### src/rtl/log_sched.sv
// Round-robin, credit-controlled scheduler sharing one pipelined Log unit
// between two sample channels, with per-channel show-ahead result FIFOs.
module log_sched #(
    parameter int Bus_size_in = 47,
    parameter int Bus_size_out = 30,
    parameter int LAT = 2,
    parameter int DEPTH = 4,
    parameter logic [Bus_size_in:0] IDLE_VAL = 48'h800000000000
) (
    input  logic                  clk,
    input  logic                  rst,
    input  logic                  req0_valid,
    input  logic [Bus_size_in:0]  req0_data,
    output logic                  req0_ready,
    input  logic                  req1_valid,
    input  logic [Bus_size_in:0]  req1_data,
    output logic                  req1_ready,
    output logic [Bus_size_in:0]  log_in,
    input  logic [Bus_size_out:0] log_out,
    output logic                  out0_valid,
    output logic [Bus_size_out:0] out0_data,
    input  logic                  out0_ready,
    output logic                  out1_valid,
    output logic [Bus_size_out:0] out1_data,
    input  logic                  out1_ready,
    output logic [15:0]           zero_cnt
);

    localparam int AW = (DEPTH > 1) ? $clog2(DEPTH) : 1;
    localparam int OW = AW + 1;
    localparam int CW = $clog2(DEPTH + LAT + 2) + 1;

    typedef logic [Bus_size_in:0] din_t;
    typedef logic [Bus_size_out:0] dout_t;
    typedef struct packed {
        logic vld;
        logic ch;
    } tag_t;

    logic [1:0] rv;
    logic [1:0] ordy;
    din_t       rd [2];

    assign rv    = {req1_valid, req0_valid};
    assign ordy  = {out1_ready, out0_ready};
    assign rd[0] = req0_data;
    assign rd[1] = req1_data;

    // Stage 0 travels alongside log_in; stage LAT lines up with log_out.
    tag_t          tag_q [LAT+1];
    logic [OW-1:0] occ_q [2];
    logic [AW-1:0] wp_q  [2];
    logic [AW-1:0] rp_q  [2];
    dout_t         mem_q [2][DEPTH];

    din_t        login_q, login_d;
    logic [15:0] zc_q, zc_d;
    logic        last_q, last_d;

    logic [CW-1:0] infl [2];
    logic [1:0]    elig;
    logic [1:0]    gnt;
    logic [1:0]    push;
    logic [1:0]    pop;
    din_t          samp;

    always_comb begin
        for (int c = 0; c < 2; c++) begin
            infl[c] = '0;
            for (int s = 0; s <= LAT; s++) begin
                if (tag_q[s].vld && (tag_q[s].ch == c[0]))
                    infl[c] = infl[c] + CW'(1);
            end
            elig[c] = rst && rv[c] &&
                      ((CW'(occ_q[c]) + infl[c]) < CW'(DEPTH));
            push[c] = tag_q[LAT].vld && (tag_q[LAT].ch == c[0]);
            pop[c]  = (occ_q[c] != '0) && ordy[c];
        end
    end

    // last_q names the channel granted most recently.
    always_comb begin
        gnt    = 2'b00;
        last_d = last_q;
        unique case (elig)
            2'b01:   gnt = 2'b01;
            2'b10:   gnt = 2'b10;
            2'b11:   gnt = last_q ? 2'b01 : 2'b10;
            default: gnt = 2'b00;
        endcase
        if (gnt != 2'b00)
            last_d = gnt[1];
    end

    assign samp = gnt[1] ? rd[1] : rd[0];

    always_comb begin
        login_d = IDLE_VAL;
        zc_d    = zc_q;
        if (gnt != 2'b00) begin
            if (samp == '0) begin
                login_d = din_t'(1);
                if (zc_q != 16'hFFFF)
                    zc_d = zc_q + 16'd1;
            end else begin
                login_d = samp;
            end
        end
    end

    always_ff @(posedge clk or negedge rst) begin
        if (!rst) begin
            login_q <= IDLE_VAL;
            zc_q    <= '0;
            last_q  <= 1'b1;
            for (int s = 0; s <= LAT; s++)
                tag_q[s] <= '0;
        end else begin
            login_q  <= login_d;
            zc_q     <= zc_d;
            last_q   <= last_d;
            tag_q[0] <= tag_t'{vld: gnt != 2'b00, ch: gnt[1]};
            for (int s = 1; s <= LAT; s++)
                tag_q[s] <= tag_q[s-1];
        end
    end

    always_ff @(posedge clk or negedge rst) begin
        if (!rst) begin
            for (int c = 0; c < 2; c++) begin
                occ_q[c] <= '0;
                wp_q[c]  <= '0;
                rp_q[c]  <= '0;
                for (int i = 0; i < DEPTH; i++)
                    mem_q[c][i] <= '0;
            end
        end else begin
            for (int c = 0; c < 2; c++) begin
                if (push[c]) begin
                    mem_q[c][wp_q[c]] <= log_out;
                    wp_q[c] <= wp_q[c] + AW'(1);
                end
                if (pop[c])
                    rp_q[c] <= rp_q[c] + AW'(1);
                occ_q[c] <= occ_q[c] + OW'(push[c]) - OW'(pop[c]);
            end
        end
    end

    assign log_in     = login_q;
    assign zero_cnt   = zc_q;
    assign req0_ready = gnt[0];
    assign req1_ready = gnt[1];
    assign out0_valid = occ_q[0] != '0;
    assign out1_valid = occ_q[1] != '0;
    assign out0_data  = out0_valid ? mem_q[0][rp_q[0]] : '0;
    assign out1_data  = out1_valid ? mem_q[1][rp_q[1]] : '0;

    a_nofull0: assert property (@(posedge clk) disable iff (!rst)
        !(push[0] && occ_q[0] == OW'(DEPTH)));
    a_nofull1: assert property (@(posedge clk) disable iff (!rst)
        !(push[1] && occ_q[1] == OW'(DEPTH)));

endmodule

### config.mk
export PLATFORM = sky130hd
export DESIGN_NAME = log_sched
export DESIGN_NICKNAME = d
export VERILOG_FILES = /design/src/rtl/log_sched.sv
export SDC_FILE = /design/constraint.sdc
export NUM_CORES = 1
export LEC_CHECK = 0
export CAP_MARGIN = 0
export CELL_PAD_IN_SITES_DETAIL_PLACEMENT = 0
export CELL_PAD_IN_SITES_GLOBAL_PLACEMENT = 2
export CORE_ASPECT_RATIO = 0.6
export CORE_MARGIN = 2
export CORE_UTILIZATION = 37
export CTS_CLUSTER_SIZE = 12
export DETAILED_ROUTE_END_ITERATION = 8
export PLACE_DENSITY = 0.87
export SYNTH_ARGS = -nofsm -noshare
export SYNTH_HDL_FRONTEND = slang
export SYNTH_SLANG_ARGS = --single-unit
### constraint.sdc
create_clock -name clk -period 3.15 [get_ports clk]
set_input_delay 0.7875 -clock clk [delete_from_list [all_inputs] [get_ports clk]]
set_output_delay 0.7875 -clock clk [all_outputs]
set_load 0.01 [all_outputs]
* Word-level counts from Yosys, hierarchy flattened
Cells that the tools add are included.
Widths: inputs -> output; s select.
** Word-level totals
- Flip-flop bits (word level) :: 333
- Word-level logic and storage cells :: 101
- Bits of input ports :: 133
- Output and inout bits :: 130
** Operators by class
- $lt $le $gt $ge :: 8
- Bitwise logic cells :: 7
- Reduce and logical (&&, ||, !) cells :: 19
- Eq/ne operators :: 4
- Mux-type cells :: 25
- Add/sub/neg operators :: 15
** Operator list (count)
- $bwmux 124 :: 2
- $mux 31 :: 8
- $mux 48 :: 3
- $bmux 31 s2 :: 2
- $demux 31 s2 :: 2
- $logic_not 48->1 :: 1
- $add 16x1->16 const B :: 1
- $add 4x1->4 const B :: 4
- $mux 4 :: 4
- $ne 16x16->1 const B :: 1
- $logic_and 1x1->1 :: 14
- $ge 3x3->1 const B :: 4
- $not 2->3 :: 4
- $add 2x1->2 const B :: 4
- $add 3x4->4 :: 2
- $lt 4x3->1 const B :: 2
- $add 3x1->3 :: 2
- $lt 3x1->1 const B :: 2
- $pmux 2 s3 :: 1
- $reduce_bool 3->1 :: 2
- $sub 3x1->3 :: 2
- $eq 2x2->1 const B :: 2
- $not 1->1 :: 3
- $reduce_and 3->1 :: 1
- 4 further kinds :: 5

* Longest topological paths before layout
Gate-level depths: netlist (run 1).
- Depth in word-level cells :: 16
- Gate-level depth with buffers :: 13
- Gate-level depth less buffers :: 12

* Least setup slack after synthesis (run 1)
Ideal clock, no wire load.
- Kind :: reg-to-output
- Start :: reg tag_q[5] in the netlist's numbering
- End :: out req1_ready
- Stages on the path, launching flop included :: 10
- Path buffers :: 1
- Path slack :: 0.166 ns
- Arrival time :: 2.196 ns
- Data required time :: 2.362 ns
- Cells stage by stage :: dfrtp_1 > and2_1 > ha_1 > and3_1 > ha_1 > nor4b_1 > o211a_1 > nand2_2 > buf_4 > inv_1
** Between the ends
- Cells in the longest elaborated chain, start to end :: 11
- Elaborated cells on any way between the ends :: 22
- Classes of those cells :: add/sub: 6; order compare: 2; eq/ne: 3; mux: 7; reduce/logical: 4
** Ends and longest elaborated chain
- start, declared :: RTL line 50 : tag_t tag_q [LAT+1];
- start signal, assigned by index :: RTL line 124 : tag_q[s] <= tag_q[s-1];
- $logic_and 1x1->1 :: RTL line 71 : if (tag_q[s].vld && (tag_q[s].ch == c[0]))
- $mux 1 :: RTL line 71
- $add 4x1->4 :: RTL line 72 : infl[c] = infl[c] + CW'(1);
- $mux 4 :: RTL line 71
- $add 4x1->4 :: RTL line 72
- $mux 4 :: RTL line 71
- $add 3x4->4 :: RTL line 75 : ((CW'(occ_q[c]) + infl[c]) < CW'(DEPTH));
- $lt 4x3->1 :: RTL line 75
- $logic_and 1x1->1 :: RTL line 74 : elig[c] = rst && rv[c] &&
- $eq 2x2->1 / $eq 2x1->1 (equally long branches) :: RTL line 85 : unique case (elig)
- $pmux 2 s3 (*) :: RTL line 85
- end, declared :: RTL line 17 : output logic req1_ready,
Mark *: on every way between the ends. The rest lies on a longest branch, timed or not.

* Final worst setup path (run 1)
Ends and elaborated chain as after synthesis.

==> run metrics, run 1 <==
Critical Path Slowest Stage Cell dfrtp_1; nets@finish ~1.5k; Netlist Area Pre-Place 15,100 um^2; Max Slew Vio Count 0; Worst Path Required 2360 ps; DR WL/cell 21.2 um; P_sw 5.81 mW; Largest delay share family, worst path simple AND/OR/NAND/NOR gates; normalized max-slew margin 46.9%; core area slightly above 40,000 um^2; syn avg cell area about 15 um^2; Logic pwr share between 40% and 50%; vias in the first global route just over 10k; Starting DRT DRC Count 561; count leader, synth dfrtp_1; CTS H-tree lvls 2; area of the die 42,600 um^2; total global routing overflow 0; First-pass DRT Iterations 4; ANT nets after route 0; layout cell share with drive strength beyond 1 35.1%; Layout area overhead 34.2%; R2R setup slack 100 ps; Die Wd 265 um; starting density of the core 37.5%; Mapped Cells 1,042; Final min period between 3000 and 4000 ps; dpl ws -269 ps; Max-Cap Viols 0; Yosys top cell by area dfrtp_1; Synth top area share between 50% and 60%; critical-path maximum fanout 2; drt drc 0; final setup fails 2; Synth cell types 39; max incr delay on CP 390 ps; via count 9,676; Synth area leaders dfrtp_1 55%, mux2_2 18%, mux4_2 9.2%, mux2i_1 3.1%, and2_1 2.7%; synthesis-stage register bit count 333; Num CTS Buffers 36; CTS Sinks 333; switching part of the total 30.5%; CP bufs+invs 4; Synth Net Count 1,198; Reg clk slew, reported paths 60 ps; final worst setup slack -223 ps; critical path class flop to output pin; Finished Cell Area 20,300 um^2; DP HPWL 26.9 mm; Crit. End Element output pin; via/cell ratio 5.06; initial antenna violation count 2; worst path cell trace buf_6, and2_4, ha_4, and3_4, ha_4, nor4b_4, buf_4, o211a_1, nand2_2, inv_2, buf_6; io pins about 260; buffer depth of the longest clock path 3; Startpoint Class flop; Post-synth ARST share 100%; sequential share of the synthesized area a little under three fifths; global routing's busiest layer met1; port bufs 262; CTS tree built; Root Driver clkbuf_16; worst slew pin tran 797 ps; ys flop type dfrtp_1; GRT met1 Usage 29.8%; Worst Hold Class input pin to asynchronous set/reset pin; Internal Dissipation 13.2 mW; unrepaired setup endpoints after global routing yes; Rows 57; Total Wirelength just over 40 mm; Sequential Power Share 35.5%; GPL Wtd Cong about 0.82; Post-synth top cells 331 x dfrtp_1, 248 x mux2_2, 66 x and2_1; post-placement cell area roughly 19,000 um^2; die height 161 um; Leak 8.91 nW; M2 GR Usage 28.9%; failing checks setup timing; Worst-Skew Late Latency 510 ps; worst hold margin 252 ps; final setup TNS -442 ps; routing usage on met3 between 3 and 4%; Peak VDD IR 0.324 mV; fin crit share 107%; FMAX 296 MHz; largest net degree at the start of global routing 154; Cell Pwr Density roughly 940 nW/um^2; hold buffers post-CTS 0; fin util 50.3%; Ys Warns 0; EDFF count, synth 0; worst clock skew 14.7 ps; clock power share 22.1%; status finished with violations; total track usage 19.4%; critical path arrival 2590 ps; Final Hold Fails 0; first-pass GRT wire length 63.5 mm
## cell families (layout without fill, tap and decap cells)
group                    count (synthesis)  in the layout  share of synthesized area (%)
adder cells (fa/ha/maj)                 23             23                           2.00
AND/OR/NAND/NOR                        214            214                           7.77
multiplexers                           359            359                           31.0
buffers and inverters                   75            411                           2.05
other                                    0              3                              0
flip-flops                             333            333                           55.1
XOR/XNOR                                27             27                           1.56
AO/OA/AOI/OAI                           11             11                          0.463
## per-layer routing
metal / wire length [um] / vias to the layer above
met3: 1670 / 44
met1: 20300 / 5043
met4: 463 / 2
met2: 18100 / 162
met5: 8 / -
li1: - / 4425
## layout by cell type, fill, tap and decap left out, types with 8 or more instances in the layout
| cell | instances |
|---|---|
| and2_1 | 65 |
| buf_12 | 14 |
| buf_4 | 48 |
| buf_6 | 8 |
| clkbuf_16 | 37 |
| clkbuf_8 | 10 |
| clkdlybuf4s50_1 | 202 |
| dfrtp_1 | 327 |
| dlygate4sd2_1 | 51 |
| ha_1 | 17 |
| inv_1 | 15 |
| mux2_2 | 248 |
| mux2i_1 | 47 |
| mux4_2 | 62 |
| nand2_1 | 12 |
| nand2_2 | 11 |
| nand3_1 | 10 |
| nor2_1 | 54 |
| nor3_2 | 9 |
| nor4_1 | 26 |
| xnor2_1 | 12 |
| xor2_1 | 15 |
## area by class of cell
| class | count | area (um^2) |
|---|---|---|
| flip-flops and latches | 333 | 8340 |
| inverters | 18 | 67.6 |
| diodes | 3 | 7.51 |
| well taps | 531 | 664 |
| repair buffers | 337 | 3450 |
| multi-input cells | 634 | 6610 |
| fillers | 3498 | 20100 |
| clock buffers | 53 | 1090 |
| clock inverters | 3 | 68.8 |
## registers in the layout, summed over array words and instances, names as in the netlist
signal    flops
mem_q       248
log_in       48
zero_cnt     16
occ_q         6
tag_q         6
rp_q          4
wp_q          4
last_q        1
## power groups by stage
stage	Sequential, mW	Clock, mW	Combinational (mW)
2_1_floorplan	6.58	0	4.74
3_3_place_gp	6.70	0	8.08
3_5_place_dp	6.79	0	8.21
4_1_cts	6.74	4.32	8.23
5_1_grt	6.95	4.51	8.74
6_report	6.75	4.20	8.08
## final timing paths
kind,from,depth (start not counted),end
min reg2reg,tag_q[2],0,tag_q[0]
max reg2reg,tag_q[5],12,zero_cnt[1]
min in group clk,tag_q[2],0,tag_q[0]
max,tag_q[5],11,req1_ready
min,rst,1,last_q
max in group asynchronous,rst,3,rp_q[1]
## repair_timing
action,in CTS,in global routing
setup endpoints to repair,96,64
setup buffers,9,6
cloned,6,0
gates resized for setup,89,15
pin swaps,8,8
## per-stage QoR
| stage | std cells | total power, mW |
|---|---|---|
| 6_report | 1912 | 19.0 |
| 5_1_grt | 1909 | 20.2 |
| 4_1_cts | 1904 | 19.3 |
| 3_5_place_dp | 1833 | 15.0 |
| 3_3_place_gp | 1833 | 14.8 |
| 2_1_floorplan | 1042 | 11.3 |
No activity file was read; power rests on OpenSTA's default activity.
==> run 2: changes to the inputs <==
- CAP_MARGIN: 0 -> 25
==> results of run 2 <==
The final DEF is identical to that of run 1; final timing and power are the same.
==> run 3: changes to the inputs <==
- CORE_UTILIZATION: 37 -> 40
- GPL_ROUTABILITY_DRIVEN: not set -> 1
- PLACE_DENSITY: 0.87 -> 0.93
- SLEW_MARGIN: not set -> 25
- clock period: 3.15 -> 4.2 ns (I/O delays scaled with it)
==> run metrics, run 3 (synthesis gave the netlist of run 1 again) <==
status completed; final setup fails 0 (-2); Root Driver clkbuf_16; via/cell ratio 5.16 (+1.9%); CTS Sinks 333 (unchanged); Total Wirelength 37.9 mm (-6.6%); buffer depth of the longest clock path 3 (unchanged); Worst Path Required 3150 ps (+790 ps); CTS tree built; CTS H-tree lvls 2 (unchanged); Crit. End Element output pin; max FFs per register 248 (unchanged); Peak VDD IR 0.312 mV (-3.8%); ANT nets after route 0 (unchanged); unrepaired setup endpoints after global routing no; max incr delay on CP 380 ps (about the same); Largest Register mem_q; FMAX around 260 MHz; buffer count from post-CTS setup fixing 0 (-9); post_cts resized 2 (-98%); Final min period 3920 ps; Starting DRT DRC Count 526 (-6.2%); Final Hold Fails 0 (unchanged); via count 9,479 (-2.0%); cell mode on critical path ha_1; io pins 263 (unchanged); GPL Wtd Cong 0.883 (+8.0%); final setup TNS 0 ps (+442 ps); hold buffers post-CTS 0 (unchanged); Critical Path Slowest Stage Cell dfrtp_1; DP HPWL 25.8 mm (-3.9%); vias in the first global route 10.0k (-1.9%); layout cell share with drive strength beyond 1 30.1% (-5.0 points); Finished Layout Cells 1,838 (-3.9%); Worst-Skew Late Latency 520 ps (about the same); worst slew pin tran 866 ps (+69.2 ps); First-pass DRT Iterations 4 (unchanged); DR WL/cell 20.6 um (-2.8%); Max-Cap Viols 0 (unchanged); area of the die 39,400 um^2 (-7.4%); Worst Hold Class input pin to asynchronous set/reset pin; dpl cells 1,784 (-2.7%); Total Power 14.0 mW (-27%); fin crit share 93.3%; critical path class flop to output pin; CP bufs+invs 2 (-2); Rows 55 (-3.5%); port bufs 262 (unchanged); most frequent cells in the layout 329 x dfrtp_1, 259 x clkdlybuf4s50_1, 248 x mux2_2, 65 x and2_1, 62 x mux4_2; Die Wd 255 um (-3.8%); initial antenna violation count 1 (-1); nets@finish 1,464 (-3.4%); Cell Pwr Density 716 nW/um^2 (-24%); Layout area overhead 28.8%; Max Slew Vio Count 0 (unchanged); starting density of the core 40.3% (+2.9 points); die height 155 um (-3.7%); antenna cells 0 (-3); commonest non-fill, non-tap cell in the layout dfrtp_1; first-pass GRT wire length 59.8 mm (-5.8%); total global routing overflow 0 (unchanged); Leak 8.38 nW (-5.9%); worst path cell trace nor2b_1, ha_1, and3_1, ha_1, nor4_2, o211ai_1, nand2_2, inv_1, dlygate4sd2_1; Num CTS Buffers 35 (-2.8%); worst clock skew 12.4 ps (-2.24 ps); Reg clk slew, reported paths 60 ps (about the same); Largest delay share family, worst path simple AND/OR/NAND/NOR gates; normalized max-slew margin 42.3% (-4.6 points); critical path arrival 2870 ps (+280 ps); drt drc 0 (unchanged); Startpoint Class flop; total track usage 19.8% (+0.35 points); fin util 51.9% (+1.6 points); core area 37,500 um^2 (-7.1%); worst hold margin 331 ps (+78.9 ps); largest net degree at the start of global routing 151 (-1.9%); critical-path maximum fanout 3 (+1)
[run 3: changes by cell type in the layout (fill, tap and decap cells not counted), moves of 4 or more]
cell	before	now
buf_2	4	0
buf_12	14	3
clkdlybuf4s50_1	202	259
nand2_2	11	2
ha_4	4	0
buf_4	48	20
dlygate4sd2_1	51	1
buf_6	8	1
ha_1	17	21
clkbuf_8	10	4
nand2_1	12	21
[run 3: power breakdown]
part	internal, mW	switching, mW	total [mW]
clock	1.76	1.24	2.99
combinational	3.56	2.29	5.85
sequential	4.45	0.660	5.11
[run 3: final timing paths]
kind | startpoint | end | slack, ps | cells after the start
max | tag_q[5] | req1_ready | 280 | 9
min | rst | tag_q[0] | 330 | 1
max reg2reg | tag_q[5] | log_in[19] | 920 | 10
min reg2reg | tag_q[2] | tag_q[0] | 390 | 0
max in group asynchronous | rst | mem_q[5] | 2160 | 3
min in group clk | tag_q[2] | tag_q[0] | 390 | 0
[run 3: layout make-up]
class	count	area, um^2
sequential	333	8340
inverter	18	67.6
timing repair buffer	286	2850
clock inverter	5	90.1
clock buffer	49	990
tap	513	642
multi-input combinational	634	6500
fill	3217	18000
[run 3: per-layer routing]
| metal | vias to the layer above | share of wire (%) | global-route usage (%) | wire length, um |
|---|---|---|---|---|
| met5 | - | 0 | 0 | 0 |
| met4 | 0 | 1.1 | 3.15 | 434 |
| met3 | 44 | 5.1 | 4.16 | 1950 |
| met2 | 188 | 45 | 29.9 | 17100 |
| met1 | 4961 | 49 | 29.8 | 18400 |
| li1 | 4286 | - | - | - |
[run 3: per-stage QoR]
step	setup slack, ps	area, um^2
floorplan	954	15100
global placement	259	18400
detailed placement	245	18400
CTS	74.4	19500
global route	105	19500
finish	280	19500
